File: src/rtl/aoi_glitch_filter_if.sv
// aoi_glitch_filter_if
// Groups the filter's data and status signals into one bundle.
//   master : drives din/en/clear_cnt, observes the filtered outputs
//   slave  : the filter itself
// Signals: din (raw AND-OR level), en, clear_cnt, dout, rise, fall,
//          glitch, glitch_cnt[CNT_W-1:0], busy.
interface aoi_glitch_filter_if #(
  parameter int CNT_W = 8
);
  logic             din;
  logic             en;
  logic             clear_cnt;
  logic             dout;
  logic             rise;
  logic             fall;
  logic             glitch;
  logic [CNT_W-1:0] glitch_cnt;
  logic             busy;

  modport master (
    output din, en, clear_cnt,
    input  dout, rise, fall, glitch, glitch_cnt, busy
  );

  modport slave (
    input  din, en, clear_cnt,
    output dout, rise, fall, glitch, glitch_cnt, busy
  );
endinterface

File: src/rtl/aoi_glitch_filter.sv
// aoi_glitch_filter
// Synchronizes the glitch-prone AND-OR output y into the clk domain and
// accepts a new level only after STABLE_CYCLES consecutive equal samples.
// Ports:
//   clk  : rising-edge clock
//   rst  : synchronous active-high reset
//   bus  : slave side of aoi_glitch_filter_if
//          in : din, en, clear_cnt
//          out: dout, rise, fall, glitch, glitch_cnt, busy (all registered)
module aoi_glitch_filter #(
  parameter int SYNC_STAGES   = 2,
  parameter int STABLE_CYCLES = 4,
  parameter int CNT_W         = 8
) (
  input logic               clk,
  input logic               rst,
  aoi_glitch_filter_if.slave bus
);

  localparam int CW = $clog2(STABLE_CYCLES) + 1;
  localparam logic [CW-1:0] CNT_LAST = CW'(STABLE_CYCLES - 1);

  typedef enum logic [1:0] {LOW, CONF_H, HIGH, CONF_L} state_e;

  function automatic logic [CNT_W-1:0] sat_inc(input logic [CNT_W-1:0] v);
    return (&v) ? v : v + CNT_W'(1);
  endfunction

  logic [SYNC_STAGES-1:0] sync_q;
  logic                   s;
  state_e                 state_q;
  logic [CW-1:0]          cnt_q;
  logic                   dout_q, rise_q, fall_q, glitch_q, busy_q;
  logic [CNT_W-1:0]       gcnt_q, gcnt_d;
  logic                   reject;

  assign s = sync_q[SYNC_STAGES-1];

  // --- synchronizer stage: runs regardless of en ---
  always_ff @(posedge clk) begin
    if (rst) sync_q <= '0;
    else     sync_q <= {sync_q[SYNC_STAGES-2:0], bus.din};
  end

  // A confirm is rejected when s falls back to the level we came from.
  assign reject = bus.en && (((state_q == CONF_H) && !s) ||
                             ((state_q == CONF_L) &&  s));

  // --- filter FSM stage ---
  always_ff @(posedge clk) begin
    if (rst) begin
      state_q  <= LOW;
      cnt_q    <= '0;
      dout_q   <= 1'b0;
      rise_q   <= 1'b0;
      fall_q   <= 1'b0;
      glitch_q <= 1'b0;
      busy_q   <= 1'b0;
    end else begin
      rise_q   <= 1'b0;
      fall_q   <= 1'b0;
      glitch_q <= 1'b0;
      if (bus.en) begin
        unique case (state_q)
          LOW: if (s) begin
            state_q <= CONF_H;
            cnt_q   <= CW'(1);
            busy_q  <= 1'b1;
          end
          CONF_H: begin
            if (!s) begin
              state_q  <= LOW;
              glitch_q <= 1'b1;
              busy_q   <= 1'b0;
            end else if (cnt_q == CNT_LAST) begin
              state_q <= HIGH;
              dout_q  <= 1'b1;
              rise_q  <= 1'b1;
              busy_q  <= 1'b0;
            end else begin
              cnt_q <= cnt_q + CW'(1);
            end
          end
          HIGH: if (!s) begin
            state_q <= CONF_L;
            cnt_q   <= CW'(1);
            busy_q  <= 1'b1;
          end
          CONF_L: begin
            if (s) begin
              state_q  <= HIGH;
              glitch_q <= 1'b1;
              busy_q   <= 1'b0;
            end else if (cnt_q == CNT_LAST) begin
              state_q <= LOW;
              dout_q  <= 1'b0;
              fall_q  <= 1'b1;
              busy_q  <= 1'b0;
            end else begin
              cnt_q <= cnt_q + CW'(1);
            end
          end
          default: state_q <= LOW;
        endcase
      end
    end
  end

  // Clear has priority over a same-cycle rejection.
  always_comb begin
    gcnt_d = gcnt_q;
    if (bus.clear_cnt) gcnt_d = '0;
    else if (reject)   gcnt_d = sat_inc(gcnt_q);
  end

  // --- glitch counter stage ---
  always_ff @(posedge clk) begin
    if (rst) gcnt_q <= '0;
    else     gcnt_q <= gcnt_d;
  end

  assign bus.dout       = dout_q;
  assign bus.rise       = rise_q;
  assign bus.fall       = fall_q;
  assign bus.glitch     = glitch_q;
  assign bus.glitch_cnt = gcnt_q;
  assign bus.busy       = busy_q;

endmodule

File: src/flat_wrapper.sv
// flat-port wrapper written by rule: the top's interface ports become plain ports
module aoi_glitch_filter_flat 
#(
  parameter int SYNC_STAGES   = 2,
  parameter int STABLE_CYCLES = 4,
  parameter int CNT_W         = 8
)
  (clk, rst, bus_din, bus_en, bus_clear_cnt, bus_dout, bus_rise, bus_fall, bus_glitch, bus_glitch_cnt, bus_busy);
  aoi_glitch_filter_if #(.CNT_W(CNT_W)) bus_i ();
  input logic clk;
  input logic rst;
  input wire logic [$bits(bus_i.din)-1:0] bus_din;
  input wire logic [$bits(bus_i.en)-1:0] bus_en;
  input wire logic [$bits(bus_i.clear_cnt)-1:0] bus_clear_cnt;
  output wire logic [$bits(bus_i.dout)-1:0] bus_dout;
  output wire logic [$bits(bus_i.rise)-1:0] bus_rise;
  output wire logic [$bits(bus_i.fall)-1:0] bus_fall;
  output wire logic [$bits(bus_i.glitch)-1:0] bus_glitch;
  output wire logic [$bits(bus_i.glitch_cnt)-1:0] bus_glitch_cnt;
  output wire logic [$bits(bus_i.busy)-1:0] bus_busy;
  assign bus_i.din = bus_din;
  assign bus_i.en = bus_en;
  assign bus_i.clear_cnt = bus_clear_cnt;
  assign bus_dout = bus_i.dout;
  assign bus_rise = bus_i.rise;
  assign bus_fall = bus_i.fall;
  assign bus_glitch = bus_i.glitch;
  assign bus_glitch_cnt = bus_i.glitch_cnt;
  assign bus_busy = bus_i.busy;
  aoi_glitch_filter #(.SYNC_STAGES(SYNC_STAGES), .STABLE_CYCLES(STABLE_CYCLES), .CNT_W(CNT_W)) u_core (.clk(clk), .rst(rst), .bus(bus_i));
endmodule
File: config.mk
export PLATFORM = sky130hd
export DESIGN_NAME = aoi_glitch_filter_flat
export DESIGN_NICKNAME = d
export VERILOG_FILES = /design/src/rtl/aoi_glitch_filter_if.sv /design/src/rtl/aoi_glitch_filter.sv /design/src/flat_wrapper.sv
export SDC_FILE = /design/constraint.sdc
export NUM_CORES = 1
export LEC_CHECK = 0
export BUFFER_PORTS_ARGS = -buffer_cell sky130_fd_sc_hd__buf_2
export CELL_PAD_IN_SITES_DETAIL_PLACEMENT = 1
export CELL_PAD_IN_SITES_GLOBAL_PLACEMENT = 2
export CORE_ASPECT_RATIO = 1.5
export CORE_MARGIN = 2
export CORE_UTILIZATION = 35
export CTS_CLUSTER_DIAMETER = 30
export CTS_CLUSTER_SIZE = 30
export DETAILED_ROUTE_END_ITERATION = 7
export GPL_ROUTABILITY_DRIVEN = 0
export GPL_TIMING_DRIVEN = 0
export HOLD_SLACK_MARGIN = 0.05
export MAX_ROUTING_LAYER = met4
export PLACE_DENSITY = 0.82
export SYNTH_ARGS = -nofsm -noshare
export SYNTH_HDL_FRONTEND = slang
export SYNTH_SLANG_ARGS = --single-unit
File: constraint.sdc
create_clock -name clk -period 3.45 [get_ports clk]
set_clock_uncertainty 0.1 [all_clocks]
set_input_delay 0.69 -clock clk [delete_from_list [all_inputs] [get_ports clk]]
set_output_delay 0.69 -clock clk [all_outputs]
set_load 0.1 [all_outputs]
==> flow_summary.toml <==
[synthesis]
ys_seq_area_frac = 0.395
ys_types = 40
synthArstFlopShare = 0
syn_area_sq_um = 1010
synth-edff-count = 0
ys.flop_type = "dfxtp_1"
synth_nets = 116
synth_top_cell_by_area = "dfxtp_1"
synth_common_cells = "dfxtp_1, nor2_1, a21oi_1, nand2_1, nand3_1"
synth.most_common_cell = "dfxtp_1"
yosys.area.top_type_share = 0.395
ys_top_cells_by_area = "dfxtp_1, ha_1, nor2_1"
ys_ff_latch = 20
synth_cells = 107
yosysWarnings = 0
syn_avg_cell_area_sq_um = 9.47

[global_routing]
gr-usage-all-layers = 0.167
antenna_found_initial = 0
grt_overflow = 0
grt_pass1_wl_um = 4040
grt_max_degree = 11
grt_pass1_vias = 915

[clocking]
cts_tree = "done"
post_cts_resized = 0
holdBufCountCts = 0
root_buffer = "clkbuf_8"
clk_pin_slew_worst_paths_ns = 0.07
htree_levels = 1
clock_latency_ns = 0.26
cts_buffers = 3
postCtsSetupRepairBufs = 0
cts_sinks = 20
cts_buffer_depth = 2

[critical_path]
critical_path_required_ns = 2.66
cpPeakStageDelay_ns = 0.48
path_delay_family = "buffers and inverters"
ff2ff_path_depth = 5
cp.depth = 1
crit_end = "bus_glitch_cnt[5]"
r2r-end = "u_core.cnt_q[0]"
rr_startpoint = "u_core.cnt_q[0]"
crit_path_start_kind = "flip-flop"
cp_max_fo = 8
cp-end-kind = "output pin"
startpoint = "u_core.bus.glitch_cnt[5]"
r2r_setup_slack_ns = 1.74
slowest_stage = "buf_2"
crit_path_cell_trace = "buf_2"
crit_buf_inv = 1
arrival_ns = 1.19
crit_type = "flip-flop to output pin"

[cells_and_area]
final_cells = 163
final_nets = 137
num_antenna_cells = 0
fillers = 353
drive_gt1_frac = 0.262
syn_to_final_growth_pct = 16.5

[routing]
wl_per_cell_um = 13.5
drc = 0
wl_um = 2190
ant_nets = 0
num_vias = 865
dr.pass1.iters = 4
viasPerCell = 5.31
drt_first_iter_violations = 11

[floorplan]
die_w_um = 47.9
dieArea_sq_um = 3350
rows = 23
initial_core_util = 0.375
core_area_sq_um = 2710
io_pins = 18
die_y_um = 69.9

[power_and_ir_drop]
powerDensity_nw_per_um2 = 354
combPwrFrac = 0.077
swShare = 0.233
power.clock.fraction = 0.362
peakVddDrop_v = 0.000216
p_total_mw = 0.419
p_int_mw = 0.321
net-switching-power_mw = 0.0973
p_seq_frac = 0.562
leakagePower_nw = 0.475

[timing]
worst_pin_slew_ns = 0.488
relSlewSlack = 0.675
post-route-min-period_ns = 1.98
tns_ns = 0
fin_crit_sh = 0.573
setup_viol = 0
rsz0062_at_grt = "false"
maxSlewViolCount = 0
fin_ws_ns = 1.47
clock.fmax_ghz = 0.506
hold_viol = 0

[place]
dp_hpwl_um = 1760
pre_cts_ws_ns = 1.48
dp.cells = 160
port_buffers = 16

[run_status]
run_status = "completed"

[job]
maxCapViolCount = 0

[worst_hold_path]
hold_class = "flip-flop to flip-flop"
cell families after synthesis:
logic type                 count (synthesis)  share of synthesized area
adders and majority gates                  4                     0.0494
and+or+nand+nor                           44                      0.256
DFF                                       20                      0.395
xor gates and xnor gates                   3                     0.0630
buffers and inverters                      9                     0.0481
muxes                                      4                     0.0407
AOI/OAI and AO/OA                         23                      0.148
cell type report:
cell class / instances / area (sq um) / area share
Buffer: 7 / 41.3 / 0.0350
Clock buffer: 3 / 41.3 / 0.0350
Inverter: 2 / 7.51 / 0.00636
Multi-Input combinational cell: 78 / 564 / 0.478
Sequential cell: 20 / 400 / 0.339
Tap cell: 37 / 46.3 / 0.0392
Timing Repair Buffer: 16 / 80.1 / 0.0678
power groups by stage:
stage / registers (mW) / logic (mW) / clock network (mW)
2_1_floorplan: 0.248 / 0.0176 / 0
3_3_place_gp: 0.240 / 0.0320 / 0
3_5_place_dp: 0.240 / 0.0328 / 0
4_1_cts: 0.235 / 0.0329 / 0.159
5_1_grt: 0.235 / 0.0354 / 0.167
6_report: 0.235 / 0.0321 / 0.151
per-stage QoR:
step | util | hold WS, ns | cell area (sq um)
floorplan | - | 0.314 | 1010
global placement | 0.421 | 0.348 | 1140
detailed placement | 0.421 | 0.349 | 1140
CTS | 0.437 | 0.365 | 1180
global route | 0.437 | 0.390 | 1180
finish | 0.437 | 0.360 | 1180
registers in the layout, summed over array words and instances (netlist names), named ones only:
register               cells
u_core.sync_q              2
u_core.bus.glitch          1
u_core.state_q             1
u_core.bus.dout            1
u_core.cnt_q               3
u_core.bus.glitch_cnt      8
u_core.bus.rise            1
u_core.bus.fall            1
u_core.bus.busy            1
metal layers:
metal	up-vias	part of all wire	GRT usage
met5	-	0	-
met4	0	0.023	0.0811
met3	5	0.025	0.0233
met2	11	0.56	0.279
met1	420	0.39	0.181
li1	429	-	-
cell usage in the layout, fill, tap and decap left out, types with 3 or more instances in the layout:
master | netlist | final
a21oi_1 | 8 | 8
nand3_1 | 6 | 6
ha_1 | 4 | 4
nor3_1 | 3 | 3
clkbuf_8 | 0 | 3
buf_2 | 3 | 19
o21ai_0 | 3 | 3
nand2_1 | 8 | 8
nor2_1 | 11 | 11
a211oi_1 | 3 | 3
mux2i_1 | 3 | 3
dfxtp_1 | 20 | 20
worst min-delay path by stage:
stage / startpoint / endpoint / slack, ns / depth (start not counted)
final: u_core.sync_q[0] / u_core.sync_q[1] / 0.36 / 1
after global routing: u_core.sync_q[0] / u_core.sync_q[1] / 0.39 / 1
after CTS: u_core.sync_q[0] / u_core.sync_q[1] / 0.37 / 1
after detailed placement: u_core.sync_q[0] / u_core.sync_q[1] / 0.35 / 1
after global placement: u_core.sync_q[0] / u_core.sync_q[1] / 0.35 / 1
after floorplan: u_core.sync_q[0] / u_core.sync_q[1] / 0.31 / 1
No activity file was read; power rests on OpenSTA's default activity.
